--- config.mk ---
export PLATFORM = sky130hd
export DESIGN_NAME = if_fetch_stage
export DESIGN_NICKNAME = d
export VERILOG_FILES = /design/src/rtl/if_fetch_stage.sv
export SDC_FILE = /design/constraint.sdc
export NUM_CORES = 1
export LEC_CHECK = 0
export CAP_MARGIN = 15
export CELL_PAD_IN_SITES_DETAIL_PLACEMENT = 1
export CELL_PAD_IN_SITES_GLOBAL_PLACEMENT = 2
export CORE_ASPECT_RATIO = 1.25
export CORE_MARGIN = 2
export CORE_UTILIZATION = 36
export DETAILED_ROUTE_END_ITERATION = 10
export PLACE_DENSITY_LB_ADDON = 0.1
export SLEW_MARGIN = 20
export SYNTH_ARGS = -nofsm -noshare
export SYNTH_HDL_FRONTEND = slang
export SYNTH_SLANG_ARGS = --single-unit
--- constraint.sdc ---
create_clock -name clk -period 6 [get_ports clk]
set_clock_uncertainty 0.1 [all_clocks]
set_input_delay 0.6 -clock clk [delete_from_list [all_inputs] [get_ports clk]]
set_output_delay 0.6 -clock clk [all_outputs]
set_load 0.05 [all_outputs]
--- src/rtl/if_fetch_stage.sv ---
// Instruction-fetch stage: drives the instruction-memory request, fills the IF/ID register,
// parks a fetched word while ID stalls, and drains stale transfers after a redirect.
module if_fetch_stage #(
    parameter logic [31:0] RESET_PC  = 32'h0000_0000,
    parameter logic [31:0] NOP_INSTR = 32'h0000_0013
) (
    input  logic        clk,
    input  logic        rst_n,
    input  logic [31:0] npc,
    input  logic        redirect,
    input  logic        stall,
    output logic        imem_req,
    output logic [31:0] imem_addr,
    input  logic        imem_ready,
    input  logic [31:0] imem_rdata,
    output logic [31:0] if_pc,
    output logic        if_stop,
    output logic [31:0] id_pc,
    output logic [31:0] id_instr,
    output logic        id_valid
);

    typedef enum logic [1:0] {
        RUN  = 2'd0,
        HOLD = 2'd1,
        DROP = 2'd2
    } state_t;

    state_t      state_q, state_d;
    logic [31:0] pc_q, pc_d;
    logic [31:0] id_pc_q, id_pc_d;
    logic [31:0] id_instr_q, id_instr_d;
    logic        id_valid_q, id_valid_d;
    logic [31:0] buf_pc_q, buf_pc_d;
    logic [31:0] buf_instr_q, buf_instr_d;
    logic [31:0] drop_addr_q, drop_addr_d;

    always_ff @(posedge clk or negedge rst_n) begin
        if (!rst_n) begin
            state_q     <= RUN;
            pc_q        <= RESET_PC;
            id_pc_q     <= 32'h0;
            id_instr_q  <= NOP_INSTR;
            id_valid_q  <= 1'b0;
            buf_pc_q    <= 32'h0;
            buf_instr_q <= 32'h0;
            drop_addr_q <= 32'h0;
        end else begin
            state_q     <= state_d;
            pc_q        <= pc_d;
            id_pc_q     <= id_pc_d;
            id_instr_q  <= id_instr_d;
            id_valid_q  <= id_valid_d;
            buf_pc_q    <= buf_pc_d;
            buf_instr_q <= buf_instr_d;
            drop_addr_q <= drop_addr_d;
        end
    end

    always_comb begin
        state_d     = state_q;
        pc_d        = pc_q;
        id_pc_d     = id_pc_q;
        id_instr_d  = id_instr_q;
        id_valid_d  = id_valid_q;
        buf_pc_d    = buf_pc_q;
        buf_instr_d = buf_instr_q;
        drop_addr_d = drop_addr_q;
        if_stop     = 1'b0;

        case (state_q)
            RUN: begin
                if_stop = stall | ~imem_ready;
                if (redirect) begin
                    pc_d       = npc;
                    id_valid_d = 1'b0;
                    // A transfer already on the bus must complete before the new target is issued.
                    if (!imem_ready) begin
                        drop_addr_d = pc_q;
                        state_d     = DROP;
                    end
                end else if (imem_ready) begin
                    if (!stall) begin
                        id_pc_d    = pc_q;
                        id_instr_d = imem_rdata;
                        id_valid_d = 1'b1;
                        pc_d       = npc;
                    end else begin
                        buf_pc_d    = pc_q;
                        buf_instr_d = imem_rdata;
                        state_d     = HOLD;
                    end
                end else if (!stall) begin
                    id_valid_d = 1'b0;
                end
            end
            HOLD: begin
                if_stop = stall;
                if (redirect) begin
                    pc_d       = npc;
                    id_valid_d = 1'b0;
                    state_d    = RUN;
                end else if (!stall) begin
                    id_pc_d    = buf_pc_q;
                    id_instr_d = buf_instr_q;
                    id_valid_d = 1'b1;
                    pc_d       = npc;
                    state_d    = RUN;
                end
            end
            DROP: begin
                if_stop = 1'b1;
                if (redirect) begin
                    pc_d = npc;
                end
                if (!stall || redirect) begin
                    id_valid_d = 1'b0;
                end
                if (imem_ready) begin
                    state_d = RUN;
                end
            end
            default: begin
                state_d = RUN;
            end
        endcase
    end

    // Gating with rst_n keeps the request low for the whole reset interval.
    assign imem_req  = rst_n & (state_q != HOLD);
    assign imem_addr = (state_q == DROP) ? drop_addr_q : pc_q;
    assign if_pc     = pc_q;
    assign id_pc     = id_pc_q;
    assign id_instr  = id_valid_q ? id_instr_q : NOP_INSTR;
    assign id_valid  = id_valid_q;

endmodule

# --- Word-level counts from Yosys, hierarchy flattened ---
# Cells that the tools add are included.
# W data, S select, Z words.
classes:
  addsub: 0
  n_mul: 0
  n_div: 0
  magnitude_cmp: 0
  n_eq_ne: 16
  shift: 0
  mux: 36
  n_bitwise: 4
  n_reduce_logical: 11
op_table:
  columns: ["cell", "count"]
  rows:
  - ["$mux W32", 17]
  - ["$pmux W32 S2", 2]
  - ["$pmux W32 S3", 1]
  - ["$ne A2 B2 Y1 const B", 8]
  - ["$mux W2", 7]
  - ["$ne A3 B3 Y1 const B", 4]
  - ["$reduce_and A3 Y1", 3]
  - ["$mux W1", 6]
  - ["$pmux W1 S3", 2]
  - ["$pmux W2 S3", 1]
  - ["$reduce_and A6 Y1", 1]
  - ["$reduce_and A5 Y1", 1]
  - ["$ne A4 B4 Y1 const B", 1]
  - ["$reduce_and A4 Y1", 1]
  - ["$reduce_bool A3 Y1", 1]
  - ["$eq A2 B1 Y1 const B", 1]
  - ["$eq A2 B2 Y1 const B", 1]
  - ["$logic_not A2 Y1", 1]
  - ["$ne A2 B1 Y1 const B", 1]
  - ["$not A1 Y1", 2]
  - ["$reduce_bool A2 Y1", 1]
  - ["$and A1 B1 Y1", 1]
  - ["$logic_not A1 Y1", 1]
  - ["$logic_or A1 B1 Y1", 1]
  - ["$or A1 B1 Y1", 1]
word_totals:
  regBits: 195
  latchBits: 0
  mem_bits_rw: 0
  rom_bits: 0
  inputBits: 69
  out_inout_bits: 131
  mem_count: 0

# --- Logic depth before layout (Yosys ltp) ---
depth:
  depth_word: 4
  ltp_mapped: 9

# --- Least setup slack after synthesis ---
# No wires, ideal clock.
synth_timing:
  path_kind: "reg2out"
  start: "register state_q[1]"
  end: "output if_stop"
  t_arrival_ns: 2.276
  path_slack_ns: 3.024
  stages_incl_launch_ff: 7
  n_path_buf: 2
  path_cell_list: "dfrtp_1 inv_1 ha_1 buf_4 clkbuf_1 o22ai_1 a21oi_1"
synth_via:
  elab_chain_len: 2
  elab_cells_between_ends: 4
  classes_between: "eq/ne: 2; mux: 1; reduce/logical: 1"
synth_rtl:
  columns: ["item", "line", "text"]
  rows:
  - ["start, declared", "29", "state_t state_q, state_d;"]
  - ["start signal, assigned", "49", "state_q <= state_d;"]
  - ["$eq A2 B2 Y1, or another cell as far along", "71", "case (state_q)"]
  - ["$pmux W1 S3 *", "71", null]
  - ["end, declared", "17", "output logic if_stop,"]
# Mark *: on every way between the ends. The rest lies on a longest branch, timed or not.

# --- Final worst setup path ---
layout_timing:
  start: "register state_q[0]"
  end: "output imem_addr[0]"
layout_via:
  elab_chain_len: 2
layout_rtl:
  columns: ["item", "line", "text"]
  rows:
  - ["$eq A2 B2 Y1", "131", "assign imem_addr = (state_q == DROP) ? drop_addr_q : pc_q;"]
  - ["$mux W32", "131", null]
  - ["end, declared", "13", "output logic [31:0] imem_addr,"]
# No other way between the ends.

==> results.cfg <==
[synthesis]
yosysMostFrequentCell = dfrtp_1
synth_area_sq_um = 8665
synth_top_cell_by_area = dfrtp_1
ys_async_sr_fraction = 1.000
synth_cells = 667
synth_flop_cell = dfrtp_1
ys_seq_elements = 195
syn_avg_cell_area_sq_um = 12.99
synth_common_cells = dfrtp_1 (192), mux2_2 (159), a21oi_1 (67), nor2_1 (67), mux2i_1 (66)
yosys-top-cells-area = dfrtp_1 (55%), mux2_2 (21%), mux2i_1 (7.6%)
synth_edf_count = 0
syn_nets = 743
yosysWarnings = 0
netlist.area_leader.share = 0.5545
yosysUniqueCellTypes = 34
yosysSeqAreaShare = 0.5636

[clock_tree]
cts_resized = 0
cts_buffer_depth = 2
cts_tree = yes
h-tree-depth = 4
clock_latency_ps = 440
numClockSinks = 195
numCtsBuffers = 17
cts.clk_slew.worst_paths_ps = 70
cts_root_buffer = clkbuf_16
cts_setup_buffers = 0

[worst_setup_path]
cp_max_fo = 34
r2r_start = state_q[1]$_DFFE_PN0P_
critPathRequiredTime_ps = 5300
critical_path_class = reg -> out
cp-start-kind = flop
rrSetupSlack_ps = 2660
worstPathArrival_ps = 3150
cp-startpoint = state_q[0]$_DFFE_PN0P_
endpoint_kind = output port

[power_and_ir_drop]
switching_share = 0.4523
combPwrFrac = 0.524
vdd_drop_max_mv = 0.3319
total_power_mw = 7.389
p_switching_mw = 3.342
p_seq_frac = 0.326
p_int_mw = 4.047
leakage_nw = 4.666
power.density_nw_per_um2 = 642.9
p_clk_frac = 0.150

[placement]
dp_hpwl_um = 15030
dp_slack_ps = 2578
port_buffers = 199
gp_congestion = 0.7262
place_area_sq_um = 10920

[sta]
finalSetupViolations = 0
drv_slew = 0
tightest_slew_ps = 1011
min_period_ps = 3855
fin_crit_sh = 0.6425
setup_ws_ps = 2145
tns_ps = 0
timing.hold.ws_ps = 404.1
fmax_mhz = 259.4
relSlewSlack = 0.3261
rsz0062_at_grt = false
hold_viol = 0

[route]
drt-initial-drc-count = 218
firstDrtPassIters = 4
wire_per_inst_um = 18.66
postRouteAntennaNets = 0
vias = 5859
wirelength_um = 22180
vias_per_cell = 4.928
drc = 0

[grt]
grt_pass1_wl_um = 35580
grt_pass1_vias = 6645
grt_overflow_total = 0
grt_max_degree = 64
gr-usage-all-layers = 0.1824
antenna_found_initial = 0

[die]
die_height_um = 177.5
dieArea_sq_um = 25330
io_pins = 200
rows = 63
die_width_um = 142.8
core_area_sq_um = 23730
initial_utilization = 0.3652

[layout]
multi_input_area_sq_um = 3546
post-route-cell-area_sq_um = 11490
fill_cells = 2406
regArea_sq_um = 4883
antennaDiodeCount = 0
drive_gt1_frac = 0.2454
nets = 928
synthToLayoutAreaGrowth_pct = 32.65

[outcome]
outcome = finished, final reports clean

[hold_path]
min_path_type = reg -> reg
hold_start = drop_addr_q[2]$_DFFE_PN0P_

[run]
cap_violations = 0
[critical path, cell delays in order, from the launching register on]
cell             delay (ps)
dfrtp_1                 450
inv_1                   210
ha_2                    900
mux2_2                  450
clkdlybuf4s50_1         710
[cells by family (layout without fill, tap and decap cells)]
group | Yosys count | after routing | share of synthesized area
mux | 226 | 226 | 0.2842
flops | 195 | 195 | 0.5636
simple gates | 113 | 113 | 0.06224
compound gates | 79 | 79 | 0.05025
buf+inv | 47 | 244 | 0.02960
fa+ha+maj | 7 | 7 | 0.01011
[area by class of cell]
class                   instances  share of cell area
well taps                     325             0.03538
clock buffers                  19             0.03941
multi-input cells             425              0.3085
inverters                       3           0.0009798
clock inverters                12            0.009798
repair buffers                210              0.1810
flip-flops and latches        195              0.4249
[per-stage QoR]
step	cells	utilization
global placement	1157	0.4602
floorplan	667	-
global route	1189	0.4844
finish	1189	0.4844
CTS	1189	0.4844
detailed placement	1157	0.4602
[power by group through the flow]
stage,Combinational [mW],Sequential [mW],Clock (mW)
global placement,3.83,2.38,0
CTS,3.94,2.42,1.15
global route,4.11,2.51,1.20
detailed placement,3.92,2.44,0
floorplan,2.12,2.96,0
finish,3.87,2.41,1.11
[final timing paths]
path | cells after the start | endpoint
min in group asynchronous | 2 | buf_instr_q[6]$_DFFE_PN0P_
max in group asynchronous | 4 | id_instr_q[8]$_DFFE_PN0P_
worst min-delay path | 1 | drop_addr_q[2]$_DFFE_PN0P_
worst min register to register | 1 | drop_addr_q[2]$_DFFE_PN0P_
worst max register to register | 8 | id_instr_q[0]$_DFFE_PN1P_
worst max-delay path | 4 | imem_addr[0]
[layer usage]
layer  track usage  vias to the layer above  routed length [um]
li1              -                     2699                   -
met1        0.2164                     3017                9245
met5             0                        -                   0
met4       0.04290                        0                 177
met2        0.3287                      131               11740
met3       0.04803                       12                1021
[layout by cell type, fill, tap and decap left out, drive strengths merged, types with 7 or more instances in the layout]
cell type / n
mux2: 160
dfrtp: 192
ha: 7
clkdlybuf4s50: 198
mux2i: 66
inv: 10
a21oi: 67
and2: 29
clkbuf: 20
nor2: 67
buf: 10
[repair_timing]
action | in CTS | in global routing
hold buffers | 1 | 0
setup endpoints to repair | 0 | 0
endpoints found under the hold margin | 9 | 0
[state kept, by name, indices dropped and copies added, names as in the netlist]
register,count
drop_addr_q,32
id_instr_q,32
state_q,2
id_valid,1
buf_pc_q,32
id_pc,32
buf_instr_q,32
if_pc,32
No activity file was read; power rests on OpenSTA's default activity.
